===== src/rtl/adder_arbiter.sv =====
// adder_arbiter: two requesters share a single 16-bit adder through an
// IDLE -> EXEC -> RESP handshake FSM, with round-robin or fixed-priority grant.

// Shared combinational adder; carry-in is tied to zero.
module adder_arbiter_add16 (
    input  logic [15:0] a,
    input  logic [15:0] b,
    output logic [15:0] sum,
    output logic        co
);
    assign {co, sum} = {1'b0, a} + {1'b0, b};
endmodule

module adder_arbiter #(
    parameter int unsigned FAIR = 1
) (
    input  logic        Clk,
    input  logic        Reset_n,
    input  logic        Req0_Valid,
    input  logic [15:0] Req0_A,
    input  logic [15:0] Req0_B,
    output logic        Req0_Ready,
    input  logic        Req1_Valid,
    input  logic [15:0] Req1_A,
    input  logic [15:0] Req1_B,
    output logic        Req1_Ready,
    output logic        Resp0_Valid,
    output logic [15:0] Resp0_Sum,
    output logic        Resp0_CO,
    input  logic        Resp0_Ready,
    output logic        Resp1_Valid,
    output logic [15:0] Resp1_Sum,
    output logic        Resp1_CO,
    input  logic        Resp1_Ready,
    output logic        Busy,
    output logic        Last_Grant
);

    typedef enum logic [1:0] {
        IDLE,
        EXEC,
        RESP
    } state_t;

    state_t      state;
    state_t      state_next;

    logic [15:0] op_a;
    logic [15:0] op_b;
    logic        grant_idx;
    logic        last_grant;

    logic        valid0;
    logic [15:0] sum0;
    logic        co0;
    logic        valid1;
    logic [15:0] sum1;
    logic        co1;

    logic        grant_any;
    logic        grant_sel;
    logic [15:0] add_sum;
    logic        add_co;

    // The adder only ever sees the captured operands, never the live request buses.
    adder_arbiter_add16 u_add (
        .a   (op_a),
        .b   (op_b),
        .sum (add_sum),
        .co  (add_co)
    );

    // Next-state, grant selection and request-ready generation.
    always_comb begin
        state_next = state;
        grant_any  = 1'b0;
        grant_sel  = 1'b0;
        unique case (state)
            IDLE: begin
                if (Req0_Valid || Req1_Valid) begin
                    grant_any  = 1'b1;
                    state_next = EXEC;
                    if (Req0_Valid && Req1_Valid) begin
                        grant_sel = (FAIR != 0) ? ~last_grant : 1'b0;
                    end else begin
                        grant_sel = Req1_Valid;
                    end
                end
            end
            EXEC: begin
                state_next = RESP;
            end
            RESP: begin
                if (grant_idx ? Resp1_Ready : Resp0_Ready) begin
                    state_next = IDLE;
                end
            end
            default: begin
                state_next = IDLE;
            end
        endcase
        // Readies are masked by reset since the state register only clears on the edge.
        Req0_Ready = Reset_n && grant_any && !grant_sel;
        Req1_Ready = Reset_n && grant_any &&  grant_sel;
    end

    // State register.
    always_ff @(posedge Clk) begin
        if (!Reset_n) begin
            state <= IDLE;
        end else begin
            state <= state_next;
        end
    end

    // Operand capture, grant bookkeeping and per-requester response registers.
    always_ff @(posedge Clk) begin
        if (!Reset_n) begin
            op_a       <= '0;
            op_b       <= '0;
            grant_idx  <= 1'b0;
            last_grant <= 1'b1;
            valid0     <= 1'b0;
            sum0       <= '0;
            co0        <= 1'b0;
            valid1     <= 1'b0;
            sum1       <= '0;
            co1        <= 1'b0;
        end else begin
            if (state == IDLE && grant_any) begin
                op_a       <= grant_sel ? Req1_A : Req0_A;
                op_b       <= grant_sel ? Req1_B : Req0_B;
                grant_idx  <= grant_sel;
                last_grant <= grant_sel;
            end
            if (state == EXEC) begin
                if (grant_idx) begin
                    valid1 <= 1'b1;
                    sum1   <= add_sum;
                    co1    <= add_co;
                end else begin
                    valid0 <= 1'b1;
                    sum0   <= add_sum;
                    co0    <= add_co;
                end
            end
            if (state == RESP) begin
                if (grant_idx && Resp1_Ready) begin
                    valid1 <= 1'b0;
                end
                if (!grant_idx && Resp0_Ready) begin
                    valid0 <= 1'b0;
                end
            end
        end
    end

    assign Busy        = Reset_n && (state != IDLE);
    assign Last_Grant  = last_grant;
    assign Resp0_Valid = valid0;
    assign Resp0_Sum   = sum0;
    assign Resp0_CO    = co0;
    assign Resp1_Valid = valid1;
    assign Resp1_Sum   = sum1;
    assign Resp1_CO    = co1;

endmodule


===== config.mk =====
export PLATFORM = sky130hd
export DESIGN_NAME = adder_arbiter
export DESIGN_NICKNAME = d
export VERILOG_FILES = /design/src/rtl/adder_arbiter.sv
export SDC_FILE = /design/constraint.sdc
export NUM_CORES = 1
export LEC_CHECK = 0
export CAP_MARGIN = 0
export CORE_ASPECT_RATIO = 0.5
export CORE_MARGIN = 5
export CORE_UTILIZATION = 42
export CTS_CLUSTER_SIZE = 28
export DETAILED_ROUTE_END_ITERATION = 16
export PLACE_DENSITY = 0.76
export SLEW_MARGIN = 20
export SYNTH_ARGS = -nofsm -noshare
export SYNTH_HDL_FRONTEND = slang
export SYNTH_SLANG_ARGS = --single-unit

===== constraint.sdc =====
create_clock -name Clk -period 2.3 [get_ports Clk]
set_input_delay 0.23 -clock Clk [delete_from_list [all_inputs] [get_ports Clk]]
set_output_delay 0.23 -clock Clk [all_outputs]
set_load 0.1 [all_outputs]

# [Word level (Yosys, flattened, before mapping)]
# Cells that the tools add are included.
[totals] regBits=72 in_bits=70 word_cells=53 output_inout_bits=40
[classes] n_bitwise=2 add_sub_neg=1 n_eq_ne=4 mux=19 n_reduce_logical=16
[op_table] cell="$mux 16" n=2
[op_table] cell="$add 16x16->17" n=1
[op_table] cell="$mux 1" n=14
[op_table] cell="$logic_and 1x1->1" n=8
[op_table] cell="$pmux 2 s3" n=1
[op_table] cell="$reduce_and 2->1" n=3
[op_table] cell="$mux 2" n=2
[op_table] cell="$ne 2x2->1 const B" n=2
[op_table] cell="$eq 2x1->1 const B" n=1
[op_table] cell="$eq 2x2->1 const B" n=1
[op_table] cell="$logic_not 1->1" n=2
[op_table] cell="$logic_not 2->1" n=1
[op_table] cell="$not 1->1" n=2
[op_table] cell="$reduce_bool 2->1" n=1
[op_table] cell="$logic_or 1x1->1" n=1

# [Logic depth before layout (Yosys ltp)]
# Gate-level depths: netlist (run 1).
[logic_depth] word_depth=6 mapped_depth=9 mapped_depth_nobuf=9

# [Hierarchy]
# Synthesis (run 1) repeated with hierarchy kept, for this count alone.
[unflattened] cells_unflattened=485 hier_area_um2=4046.4
[by_module_without_submodules] module="adder_arbiter" area_each_um2=3280.6 cells_per_inst=382 n_inst=1
[by_module_without_submodules] module="adder_arbiter_add16" area_each_um2=765.7 cells_per_inst=103 n_inst=1

# [Worst setup path after synthesis (run 1)]
# Ideal clock, no wire load.
[synth_timing] path_type="register to output" start="register last_grant, in the netlist Last_Grant" end="output Req0_Ready" required_ns=2.070 path_buffers=0 path_slack_ns=-1.262 path_stages_with_launch=3 arrival_ns=3.332 cell_sequence="dfxtp_1 > nand2_1 > a21boi_0"
[synth_via] elab_chain_len=6
[synth_rtl] element="start, declared" line_no="51" rtl="logic last_grant;"
[synth_rtl] element="start signal, assigned" line_no="134" rtl="last_grant <= grant_sel;"
[synth_rtl] element="$not 1->1" line_no="84" rtl="grant_sel = (FAIR != 0) ? ~last_grant : 1'b0;"
[synth_rtl] element="$mux 1" line_no="83" rtl="if (Req0_Valid && Req1_Valid) begin"
[synth_rtl] element="$mux 1" line_no="80" rtl="if (Req0_Valid || Req1_Valid) begin"
[synth_rtl] element="$mux 1" line_no="78" rtl="unique case (state)"
[synth_rtl] element="$logic_not 1->1" line_no="103" rtl="Req0_Ready = Reset_n && grant_any && !grant_sel;"
[synth_rtl] element="$logic_and 1x1->1" line_no="103"
[synth_rtl] element="end, declared" line_no="22" rtl="output logic Req0_Ready,"
# No other way between the ends.

# [Worst setup path in the final report (run 1)]
[layout_timing] start="register op_b[0]" end="register sum1[10], in the netlist Resp1_Sum[10]"
[layout_via] elab_chain_len=1
[layout_rtl] element="start, declared" line_no="49" rtl="logic [15:0] op_b;"
[layout_rtl] element="start signal, assigned" line_no="132" rtl="op_b <= grant_sel ? Req1_B : Req0_B;"
[layout_rtl] element="$add 16x16->17" line_no="11" rtl="assign {co, sum} = {1'b0, a} + {1'b0, b};"
[layout_rtl] element="end signal, assigned" line_no="139" rtl="sum1 <= add_sum;"
[layout_rtl] element="end, declared" line_no="57" rtl="logic [15:0] sum1;"
# No other way between the ends.
# A chain may end at the register's enable or synchronous reset.

==> results of run 1 <==
## timing repair
action | 4_1_cts | 5_1_grt
cloned | 0 | 0
hold buffers | 0 | 0
setup buffers | 0 | 1
gates resized for setup | 1 | 15
setup endpoints to repair | 2 | 11
endpoints found under the hold margin | 0 | 0
pin swaps | 0 | 10
## metrics by stage
stage                     utilization  cell area (sq um)  worst slack [ns]  total power, W
after detailed placement        0.583               4730           -0.0709         0.00275
final                           0.628               5090            0.0521         0.00414
after global placement          0.583               4730           0.00762         0.00273
after floorplan                     -               3570            0.0232         0.00236
after CTS                       0.620               5030            0.0104         0.00415
after global routing            0.628               5090           -0.0802         0.00434
## kinds of logic (layout without fill, tap and decap cells)
kind of cell	after synthesis	after routing	share of synthesized area
AND/OR/NAND/NOR	132	132	0.165
AO/OA/AOI/OAI	108	108	0.206
flip-flops	72	72	0.405
multiplexers	33	33	0.0929
buffers and inverters	32	140	0.0359
adder cells (fa/ha/maj)	17	17	0.0619
XOR/XNOR	13	13	0.0320
## power by group
| group | internal [W] | switching (W) | total (W) |
|---|---|---|---|
| clock | 0.000866 | 0.000521 | 0.00139 |
| combinational | 0.000479 | 0.000825 | 0.00130 |
| sequential | 0.00137 | 0.0000833 | 0.00145 |
## Yosys cell counts, drive strengths merged (2+ instances only)
master | instances | share of area
dfxtp | 72 | 0.41
nor2 | 54 | 0.057
nand2 | 40 | 0.042
a211oi | 37 | 0.078
a21oi | 36 | 0.052
mux2i | 33 | 0.093
clkbuf | 21 | 0.022
o21ai | 17 | 0.024
ha | 16 | 0.056
nand3 | 14 | 0.020
xnor2 | 9 | 0.022
buf | 7 | 0.0095
nor2b | 6 | 0.011
a21o | 4 | 0.0084
and2 | 4 | 0.0070
inv | 4 | 0.0042
xor2 | 4 | 0.0099
nand2b | 3 | 0.0053
o211ai | 3 | 0.010
a31oi | 2 | 0.0077
and4 | 2 | 0.0049
nor4 | 2 | 0.0035
o31ai | 2 | 0.0095
## worst paths after layout
path / start / end / depth (start not counted)
worst max-delay path: op_b[0] / Resp1_Sum[10] / 9
worst min-delay path: Resp0_Sum[4] / Resp0_Sum[4] / 2
worst max register to register: op_b[0] / Resp1_Sum[10] / 9
worst min register to register: Resp0_Sum[4] / Resp0_Sum[4] / 2
## flip-flops by register name, indices dropped and copies added (netlist names)
name,count
Resp0_CO,1
Resp1_Sum,16
grant_idx,1
state,2
Last_Grant,1
Resp1_CO,1
Resp0_Sum,16
Resp0_Valid,1
op_b,16
Resp1_Valid,1
op_a,16
## critical path, stage by stage, from the launching register on
cell and delay, ns:
sky130_fd_sc_hd__dfxtp_2 0.33, sky130_fd_sc_hd__ha_4 0.16, sky130_fd_sc_hd__fa_2 0.39, sky130_fd_sc_hd__a21oi_4 0.14, sky130_fd_sc_hd__o22ai_2 0.09, sky130_fd_sc_hd__o41ai_2 0.37
sky130_fd_sc_hd__o21ai_1 0.13, sky130_fd_sc_hd__xnor2_1 0.27, sky130_fd_sc_hd__o21ai_1 0.08, sky130_fd_sc_hd__and2_1 0.17
## layout make-up
| class | count | area [sq um] |
|---|---|---|
| inverters | 4 | 15.0 |
| repair buffers | 120 | 1140 |
| well taps | 112 | 140 |
| clock inverters | 5 | 56.3 |
| multi-input cells | 303 | 2060 |
| clock buffers | 11 | 243 |
| fillers | 724 | 3020 |
| flip-flops and latches | 72 | 1450 |
## routing by layer
layer  vias up  share of wire  wire length [um]  track usage
met5         -              0                 0            0
met4         0          0.018               164       0.0687
met3        14          0.087               777       0.0654
met2       104           0.41              3660        0.250
met1      1454           0.49              4330        0.231
li1       1654              -                 -            -
## cell usage in the layout (no fill, tap or decap), types with 2 or more instances in the layout
cell type	n
sky130_fd_sc_hd__a211oi_1	37
sky130_fd_sc_hd__a21o_1	4
sky130_fd_sc_hd__a21oi_1	33
sky130_fd_sc_hd__a21oi_2	2
sky130_fd_sc_hd__and2_1	3
sky130_fd_sc_hd__and4_1	2
sky130_fd_sc_hd__buf_12	5
sky130_fd_sc_hd__buf_4	46
sky130_fd_sc_hd__clkbuf_16	9
sky130_fd_sc_hd__clkdlybuf4s50_1	69
sky130_fd_sc_hd__clkinv_2	2
sky130_fd_sc_hd__dfxtp_1	69
sky130_fd_sc_hd__dfxtp_2	3
sky130_fd_sc_hd__ha_1	15
sky130_fd_sc_hd__inv_1	3
sky130_fd_sc_hd__mux2i_1	33
sky130_fd_sc_hd__nand2_1	40
sky130_fd_sc_hd__nand2b_1	3
sky130_fd_sc_hd__nand3_1	13
sky130_fd_sc_hd__nor2_1	52
sky130_fd_sc_hd__nor2b_1	6
sky130_fd_sc_hd__nor4_1	2
sky130_fd_sc_hd__o211ai_1	2
sky130_fd_sc_hd__o21ai_0	12
sky130_fd_sc_hd__o21ai_1	5
sky130_fd_sc_hd__xnor2_1	8
sky130_fd_sc_hd__xor2_1	4
==> results summary, run 1 <==
The flow ran to the end, and the final reports show no timing, DRC or antenna violations. The number of antenna-violating nets in the routed design is 0. The overall die width came out at 140 um. The count of cell types in the netlist is 45. The number of placed instances with taps included came out at 610. The synthesized netlist net count is 494. The synthesized netlist cell count came out at 407. The floorplan step defined a core boundary enclosing 8120 sq um.

The count of nets after finishing is 597. The clock sink count came out at 72. In this run the count of I/O pins placed on the die edge is 110. The diode insertion count for antenna repair is 0.

The arrival time at the worst endpoint came out at 2.48 ns. The final global-route overflow total came out at 0. After the flow finishes, the layout carries non-filler instances totaling 627. The share of async-settable or async-resettable flops after synthesis came out at 0.

STA classifies the critical path endpoint as a flip-flop. The power per cell area came out at 814 nW/um^2. The detailed-route wire length came out at 8930 um. The worst setup path is launched from a flip-flop.

The total number of H-tree levels is 3. Across the run, the number of max-cap violations was 0. The overall fraction of global-route tracks in use came out at 0.171. The synthesis-to-layout area growth is 43.3%. The largest buffer count on any clock path is 2. The accumulated negative setup slack is 0 ns. The mean instance size in the synthesized netlist is 8.73 sq um. The die footprint is 10500 sq um.

The clock transition time at the flip-flop clock pins of the worst setup and hold paths came out at 0.06 ns. The share of the yosys chip area belonging to registers is 0.405. The largest fanout of any net on the critical path is 2.

The iteration count of the initial detailed-routing pass came out at 4. Routability-driven placement finished with a final weighted congestion of 0.882. The proportion of layout cells with a drive suffix above 1 is 0.171. Setup repair after global routing could not meet its margin everywhere.

The minimum setup slack among reg-to-reg paths came out at 0.05 ns. The peak ir drop on the vdd network came out at 0.465 mV. The count of vias placed by the detailed router is 3226. The number of synthesized flops with an enable pin is 0. The total half-perimeter wirelength after legalization and detailed placement came out at 6840 um. In the final routed layout, each cell accounts on average for 14.2 um. After detailed routing, the number of vias per cell comes to 5.15. The number of endpoints failing setup at the final stage came out at 0.

The initial antenna violation count is 0. Yosys printed 0 warnings. In this run, synthesis produced a sequential element count of 72. Based on the critical path, the design can be clocked at up to 0.445 GHz.

The leakage power figure is 2.17 nW. The placement row count came out at 23. The number of pins exceeding their max-slew limit in the final report was 0.

Subtracting the final worst setup slack from the clock period gives 2.25 ns. The hold violation total from the final report is 0. TritonCTS built the clock tree. The number of buffers created by CTS is 9. The DRC violation count after routing came out at 0. The clock latency at the later pin of the worst-skew pair came out at 0.34 ns. The first global-routing pass estimated 14100 um of wire. The number of global-route vias before repair came to 2956. The critical path required time came out at 2.53 ns.

The height of the chip came out at 75.1 um. The path class of the tightest hold or removal check is flip-flop to flip-flop. The starting utilization of the core area is 0.438. The clock arrives with 0.00608 ns of skew. The cell at the root of the clock tree is sky130_fd_sc_hd__clkbuf_16. The count of port buffers added during placement is 109. The number of DRC violations after detailed-routing iteration 0 is 163. Summing every instance area after synthesis gives 3550 sq um.

The pin count of the biggest net entering global routing came out at 66. The ratio of final minimum period to clock period came out at 0.977. The worst setup path is of the flip-flop to flip-flop kind. Among all flip-flop cells after synthesis, the most frequent one is sky130_fd_sc_hd__dfxtp_1. The final hold slack is 0.458 ns. Headroom to the max-slew limit came out at 0.592. The slew of the pin with the lowest slew margin is 0.612 ns.
(Power assumes the default switching activity.)
==> run 2, diff against run 1 <==
--- a/config.mk
+++ b/config.mk
@@ -5,7 +5,6 @@
 export SDC_FILE = /design/constraint.sdc
 export NUM_CORES = 1
 export LEC_CHECK = 0
-export CAP_MARGIN = 0
 export CORE_ASPECT_RATIO = 0.5
 export CORE_MARGIN = 5
 export CORE_UTILIZATION = 42
==> results of run 2 <==
The final DEF is identical to that of run 1; final timing and power are the same.
==> run 3, diff against run 2 <==
--- a/config.mk
+++ b/config.mk
@@ -5,12 +5,14 @@
 export SDC_FILE = /design/constraint.sdc
 export NUM_CORES = 1
 export LEC_CHECK = 0
+export CAP_MARGIN = 40
 export CORE_ASPECT_RATIO = 0.5
 export CORE_MARGIN = 5
-export CORE_UTILIZATION = 42
+export CORE_UTILIZATION = 45
 export CTS_CLUSTER_SIZE = 28
 export DETAILED_ROUTE_END_ITERATION = 16
-export PLACE_DENSITY = 0.76
+export DONT_BUFFER_PORTS = 1
+export PLACE_DENSITY = 0.62
 export SLEW_MARGIN = 20
 export SYNTH_ARGS = -nofsm -noshare
 export SYNTH_HDL_FRONTEND = slang
==> results summary, run 3 (synthesis results as in run 1) <==
The final routed wire length divided by cell count came out at 16.9 um (+19%). The worst clock skew on the final layout came to 0.00437 ns (-0.00171 ns). The top achievable clock speed came out at 0.454 GHz (+2.0%). The count of port buffers added during placement came out at 0 (-100%). The number of antenna-violating nets in the routed design came to 0 (unchanged). The slew of the pin with the lowest slew margin came out at 0.598 ns (-0.0142 ns).

The largest fanout of any net on the critical path was 3 (+1). The worst setup path is of the flip-flop to flip-flop kind. The number of endpoints failing setup at the final stage came to 0 (unchanged). Setup repair after global routing could not meet its margin everywhere. The die footprint came out at 9880 sq um (-6.0%).

The endpoint identified for the worst register-to-register timing path is Resp1_Sum[14]. The final standard cell count with taps included and fillers excluded came out at 555 (-11%). The longest individual stage delay on the worst path is 0.37 ns (-0.02 ns). The clock latency at the later pin of the worst-skew pair is 0.34 ns (about the same). The startpoint identified for the worst register-to-register timing path is op_a[0]. Compared with the post-synthesis result, the final layout area differs by 23.5%. The element type at the critical path start is a flip-flop.

The clock transition time at the flip-flop clock pins of the worst setup and hold paths is 0.06 ns (about the same). The standard cell with the maximum stage delay on the critical path is sky130_fd_sc_hd__fa_2. The number of DRC violations after detailed-routing iteration 0 was 243 (+49%). The length in cells of the worst reg-to-reg path is 9 (unchanged).

The worst hold path cell count came out at 1 (-1). The combinational fraction of design power came out at 0.296 (-0.019). The buffer and inverter count on the worst path is 0 (unchanged). The total number of H-tree levels is 3 (unchanged). The worst path setup slack after routing is 0.0969 ns (+0.0448 ns). The clock sink count came out at 72 (unchanged). The diode insertion count for antenna repair is 0 (unchanged). The overall fraction of global-route tracks in use came to 0.196 (+0.0241). The height of the chip was 72.8 um (-2.9%). The count of vias placed by the detailed router came out at 3007 (-6.8%). The detailed-route wire length came out at 9410 um (+5.3%).

The number of pins exceeding their max-slew limit in the final report is 0 (unchanged). TritonCTS built the clock tree. The post-layout total power came out at 0.00409 W (-1.2%). The number of placed instances with taps included is 535 (-12%). The end-of-flow core utilization is 0.584 (-0.0434). The arrival time at the worst endpoint came out at 2.42 ns (-0.06 ns). The count of nets after finishing is 529 (-11%).

The cell internal power dissipation came out at 0.00267 W (-1.7%). The power per cell area came to 932 nW/um^2 (+15%). The accumulated negative setup slack is 0 ns (unchanged). The net switching power figure is 0.00142 W (-0.34%). The largest buffer count on any clock path came to 2 (unchanged).

The number of global-route vias before repair was 2863 (-3.1%). The global-route wire length before repair came out at 14700 um (+4.3%). The final global-route overflow total came to 0 (unchanged). The ratio of final minimum period to clock period is 0.958 (-0.0195).

Leaving out fill and tap cells, the most frequent cell in the layout is sky130_fd_sc_hd__dfxtp_1. The hold violation total from the final report is 0 (unchanged). The core area came out at 7510 sq um (-7.4%). The number of buffers created by CTS came out at 9 (unchanged).

The post-layout minimum cycle time came out at 2.20 ns (-0.0448 ns). The starting utilization of the core area is 0.473 (+0.0350). The worst setup path is captured at a flip-flop. Broken down by cell family, the worst path's largest delay share belongs to compound AO/OA/AOI/OAI gates. The minimum setup slack among reg-to-reg paths was 0.1 ns (+0.04 ns).

The clock network power share is 0.351 (+0.016). The cell at the root of the clock tree is sky130_fd_sc_hd__clkbuf_16. The startpoint identified for the worst hold timing path is Reset_n.

The leakage power figure is 1.90 nW (-12%). Leaving out fill and tap cells, the most frequent cells in the layout are sky130_fd_sc_hd__dfxtp_1, sky130_fd_sc_hd__nor2_1, sky130_fd_sc_hd__buf_4. The sequential power share is 0.353 (+0.003). The total half-perimeter wirelength after legalization and detailed placement came out at 7020 um (+2.6%). The path with the worst hold slack has its endpoint at Resp1_Sum[10]. The overall die width was 136 um (-3.2%).

The routed via count divided by cell count is 5.42 (+5.3%). The setup slack after placement was -0.131 ns (-0.0596 ns). The signal on the critical path passes through ha_2 > fa_2 > a21oi_4 > o22ai_2 > nor2_1 > o31ai_2 > a31oi_1 > xor2_1 > o21ai_0. The normalized max-slew margin is 0.601 (+0.00852). The count of max-cap constraint violations was 0 (unchanged). The switching share of total power is 0.348 (+0.00315). The proportion of layout cells with a drive suffix above 1 came out at 0.195 (+0.0238). The I/O pin count is 110 (unchanged). The DRC violation count after routing came to 0 (unchanged). The peak ir drop on the vdd network was 0.383 mV (-18%). The initial antenna violation count was 0 (unchanged). The flow ran to the end, and the final reports show no timing, DRC or antenna violations. The iteration count of the initial detailed-routing pass is 4 (unchanged). The placement row count was 22 (-4.3%).

The worst hold path belongs to the class primary input to flip-flop. The critical path required time is 2.52 ns (about the same). The pin count of the biggest net entering global routing came to 66 (unchanged). The placer congestion estimate is 0.853 (-3.3%).
## run 3: repair_timing
item | 4_1_cts | 5_1_grt
endpoints found under the setup margin | 3 | 10
setup buffers | 2 | 1
pin swaps | 4 | 4
hold endpoints to repair | 1 | 0
gates cloned | 0 | 0
resized for setup | 7 | 2
hold buffers | 1 | 0
## run 3: metrics by stage
step | instance area, sq um | hold WS (ns)
global route | 4390 | 0.00334
finish | 4390 | 0.0192
global placement | 4000 | 0.312
CTS | 4370 | 0.00362
floorplan | 3570 | 0.367
detailed placement | 4000 | 0.322
## run 3: metal layers
metal	share of wire	GRT usage	vias up
met5	0	0	-
met4	0.015	0.0782	0
met3	0.068	0.0634	13
li1	-	-	1530
met2	0.42	0.285	104
met1	0.49	0.268	1360
## run 3: how the worst max path moves through the flow
stage,from,end,slack (ns),cells after the start
after floorplan,Last_Grant,Req0_Ready,0.02,2
after global placement,op_a[0],Resp0_Sum[10],0.02,9
after detailed placement,op_a[0],Resp0_Sum[10],-0.13,9
after CTS,op_a[0],Resp0_Sum[10],0.03,9
after global routing,op_a[0],Resp0_Sum[10],-0.009,9
final,op_a[0],Resp1_Sum[14],0.1,9
## run 3: cell type report
| cell class | instances | area [sq um] |
|---|---|---|
| sequential | 72 | 1440 |
| clock inverter | 4 | 51.3 |
| inverter | 4 | 15.0 |
| fill | 669 | 3130 |
| multi-input combinational | 303 | 2050 |
| clock buffer | 12 | 267 |
| timing repair buffer | 52 | 430 |
| tap | 108 | 135 |
## run 3: power groups by stage
stage	Combinational (W)	Sequential, W	Clock, W
2_1_floorplan	0.000616	0.00174	0
3_3_place_gp	0.00113	0.00146	0
3_5_place_dp	0.00116	0.00147	0
4_1_cts	0.00119	0.00144	0.00148
5_1_grt	0.00129	0.00146	0.00153
6_report	0.00121	0.00144	0.00144
==> patch, RTL diff (settings of run 2) <==
The 3 states of `state_t` get a one-hot encoding in 3 bits.
--- a/src/rtl/adder_arbiter.sv
+++ b/src/rtl/adder_arbiter.sv
@@ -37,8 +37,8 @@
 );
 
-    typedef enum logic [1:0] {
-        IDLE,
-        EXEC,
-        RESP
+    typedef enum logic [2:0] {
+        IDLE = 3'b001,
+        EXEC = 3'b010,
+        RESP = 3'b100
     } state_t;
 
Behaviour: same outputs for any inputs over 10 cycles, from zero or initial values and one cycle with Reset_n low; not proved beyond that.
==> patch against run 2 <==
- final area up 4.6%
- synthesized area up 8.5%
- non-clock buffer count up 7
- utilization down 2.4 points
- sequential share of layout area down 0.91 points
- power down 3.5%
- sequential cell count up 1
- sequential power about the same
- die area up 7.6%
- routed wire length up 23%
- via count up 16%
- setup slack better by 0.096 ns
- critical path type unchanged
- critical endpoint is now Resp0_Sum[8]
- largest power group unchanged
- highest routed layer unchanged
==> patch: results (changes against run 2) <==
[min_path]
hold_end = Resp1_Sum[0]  ; was Resp0_Sum[4]
hold_depth = 2  ; unchanged
min-delay-path-class = reg2reg  ; unchanged
min-delay-start = Resp1_Sum[0]  ; was Resp0_Sum[4]

[clock_network]
clk_latency_ns = 0.34  ; about the same
cts_root_buf = clkbuf_16  ; unchanged
htreeDepth = 3  ; unchanged
path_clk_slew_ns = 0.06  ; about the same
cts-buffers-inserted = 9  ; unchanged

[critical_path]
r2r_slack_ns = 0.15  ; was 0.05 ns
crit_family = adder cells  ; was compound AO/OA/AOI/OAI gates
r2r_end = Resp0_Sum[8]  ; was Resp1_Sum[10]
rr_worst_depth = 9  ; unchanged
cp_slowest_cell = fa_2  ; unchanged
crit_path_max_incr_delay_ns = 0.40
start_kind = register  ; unchanged
r2r_start = op_a[0]  ; was op_b[0]
cp.arrival_ns = 2.37  ; was 2.48 ns
path_max_fanout = 3  ; was 2

[global_routing]
grt_pass1_wl_um = 17230  ; was 14090 um
first_global_vias = 3386  ; was 2956
track_usage = 0.1871  ; was 0.1714
antenna_found_initial = 0  ; unchanged
grt_max_degree = 33  ; was 66
grt_overflow_total = 0  ; unchanged

[route]
avgRoutedWirePerCell_um = 16.41  ; was 14.25 um
vias_per_cell = 5.580  ; was 5.145
drt_pre_antenna_iters = 5  ; was 4
drt_iter0_markers = 294  ; was 163

[finish]
drive_above_1_share = 0.1667  ; was 0.1709
finalNonFillerCells = 669  ; was 627
num-fill-cells = 775  ; was 724
fin_nets = 634  ; was 597
antenna_cells = 0  ; unchanged

[yosys]
syn_nets = 527  ; was 494
ys_top_cells_by_area = dfxtp_1 (38%), mux2i_1 (8.3%), a211oi_1 (7.6%)  ; was dfxtp_1 (41%), mux2i_1 (9.3%), a211oi_1 (7.8%)
seq_area_frac_synth = 0.3790  ; was 0.4055
synth-edff-count = 0  ; unchanged
yosysWarningCount = 0  ; unchanged
synthArstFlopShare = 0  ; unchanged
ys_types = 52  ; was 45
ys_top_cells_by_count = dfxtp_1 (73), nor2_1 (60), a211oi_1 (39)  ; was dfxtp_1 (72), nor2_1 (54), nand2_1 (40)
syn_avg_cell_area_um2 = 8.764  ; was 8.734 um^2

[placement]
pre_cts_ws_ns = 0.007306  ; was -0.07089 ns
port_buffers = 109  ; unchanged
dpl_cell_area_um2 = 5020  ; was 4728 um^2
routabilityCongestion = 0.8788  ; was 0.8819
hpwl_um = 8384  ; was 6844 um
place_inst = 652  ; was 610

[timing]
finalWorstSetupSlack_ns = 0.1481  ; was 0.05208 ns
fin_skew_ns = 0.01103  ; was 0.006084 ns
slew_viol_final = 0  ; unchanged
fin_crit_sh = 0.9356  ; was 0.9774
relSlewSlack = 0.6418  ; was 0.5921
hold_slack_ns = 0.4590  ; was 0.4584 ns

[run_status]
status = finished clean  ; unchanged

[pwr]
p_leak_nw = 2.281  ; was 2.169 nW
ir_worst_vdd_mv = 0.4797  ; was 0.4647 mV

[run]
maxCapViolCount = 0  ; unchanged

==> patch: what timing repair did <==
action,4_1_cts,5_1_grt
setup endpoints to repair,1,11
pin swaps,0,2
setup buffers,0,1
endpoints found under the hold margin,0,0
resized for setup,0,5
==> patch: worst max-delay path by stage <==
stage | from | to | slack, ns
global placement | op_a[0] | Resp0_Sum[12] | 0.05
detailed placement | op_a[0] | Resp0_Sum[12] | 0.007
finish | op_a[0] | Resp0_Sum[8] | 0.15
floorplan | state[0] | Req1_Ready | -0.02
global route | op_a[0] | Resp0_Sum[8] | 0.01
CTS | op_a[0] | Resp0_Sum[12] | -0.0006
==> patch: power by group <==
group          switching [W]  leakage, nW  internal (W)
Combinational       0.000747         1.55      0.000491
Clock               0.000532        0.137      0.000782
Sequential         0.0000736        0.597       0.00137
Total                0.00135         2.28       0.00265
==> patch: routing by layer <==
metal,GRT usage,part of all wire
met3,0.04715,0.081
met1,0.2686,0.49
met2,0.2831,0.42
met5,0,0
met4,0.04469,0.011
==> patch: cells by family after synthesis <==
group	share of synthesized area
xor gates and xnor gates	0.01363
buffers and inverters	0.04283
adders and majority gates	0.05711
DFF	0.3790
AOI/OAI and AO/OA	0.2492
and+or+nand+nor	0.1752
muxes	0.08306
==> patch: final cells by class <==
type | instances | area, um^2 | area share
multi-input cells | 332 | 2255 | 0.4234
flip-flops and latches | 73 | 1463 | 0.2747
clock buffers | 11 | 252.7 | 0.04746
clock inverters | 5 | 30.03 | 0.005639
repair buffers | 127 | 1164 | 0.2185
inverters | 4 | 15.01 | 0.002820
well taps | 117 | 146.4 | 0.02749
==> patch: tightest hold or removal path: cells and delay by family, from the launching register on <==
| family | cells | cell delay [ns] |
|---|---|---|
| AO/OA/AOI/OAI | 1 | 0.05 |
| AND/OR/NAND/NOR | 1 | 0.05 |
| flip-flops | 1 | 0.31 |
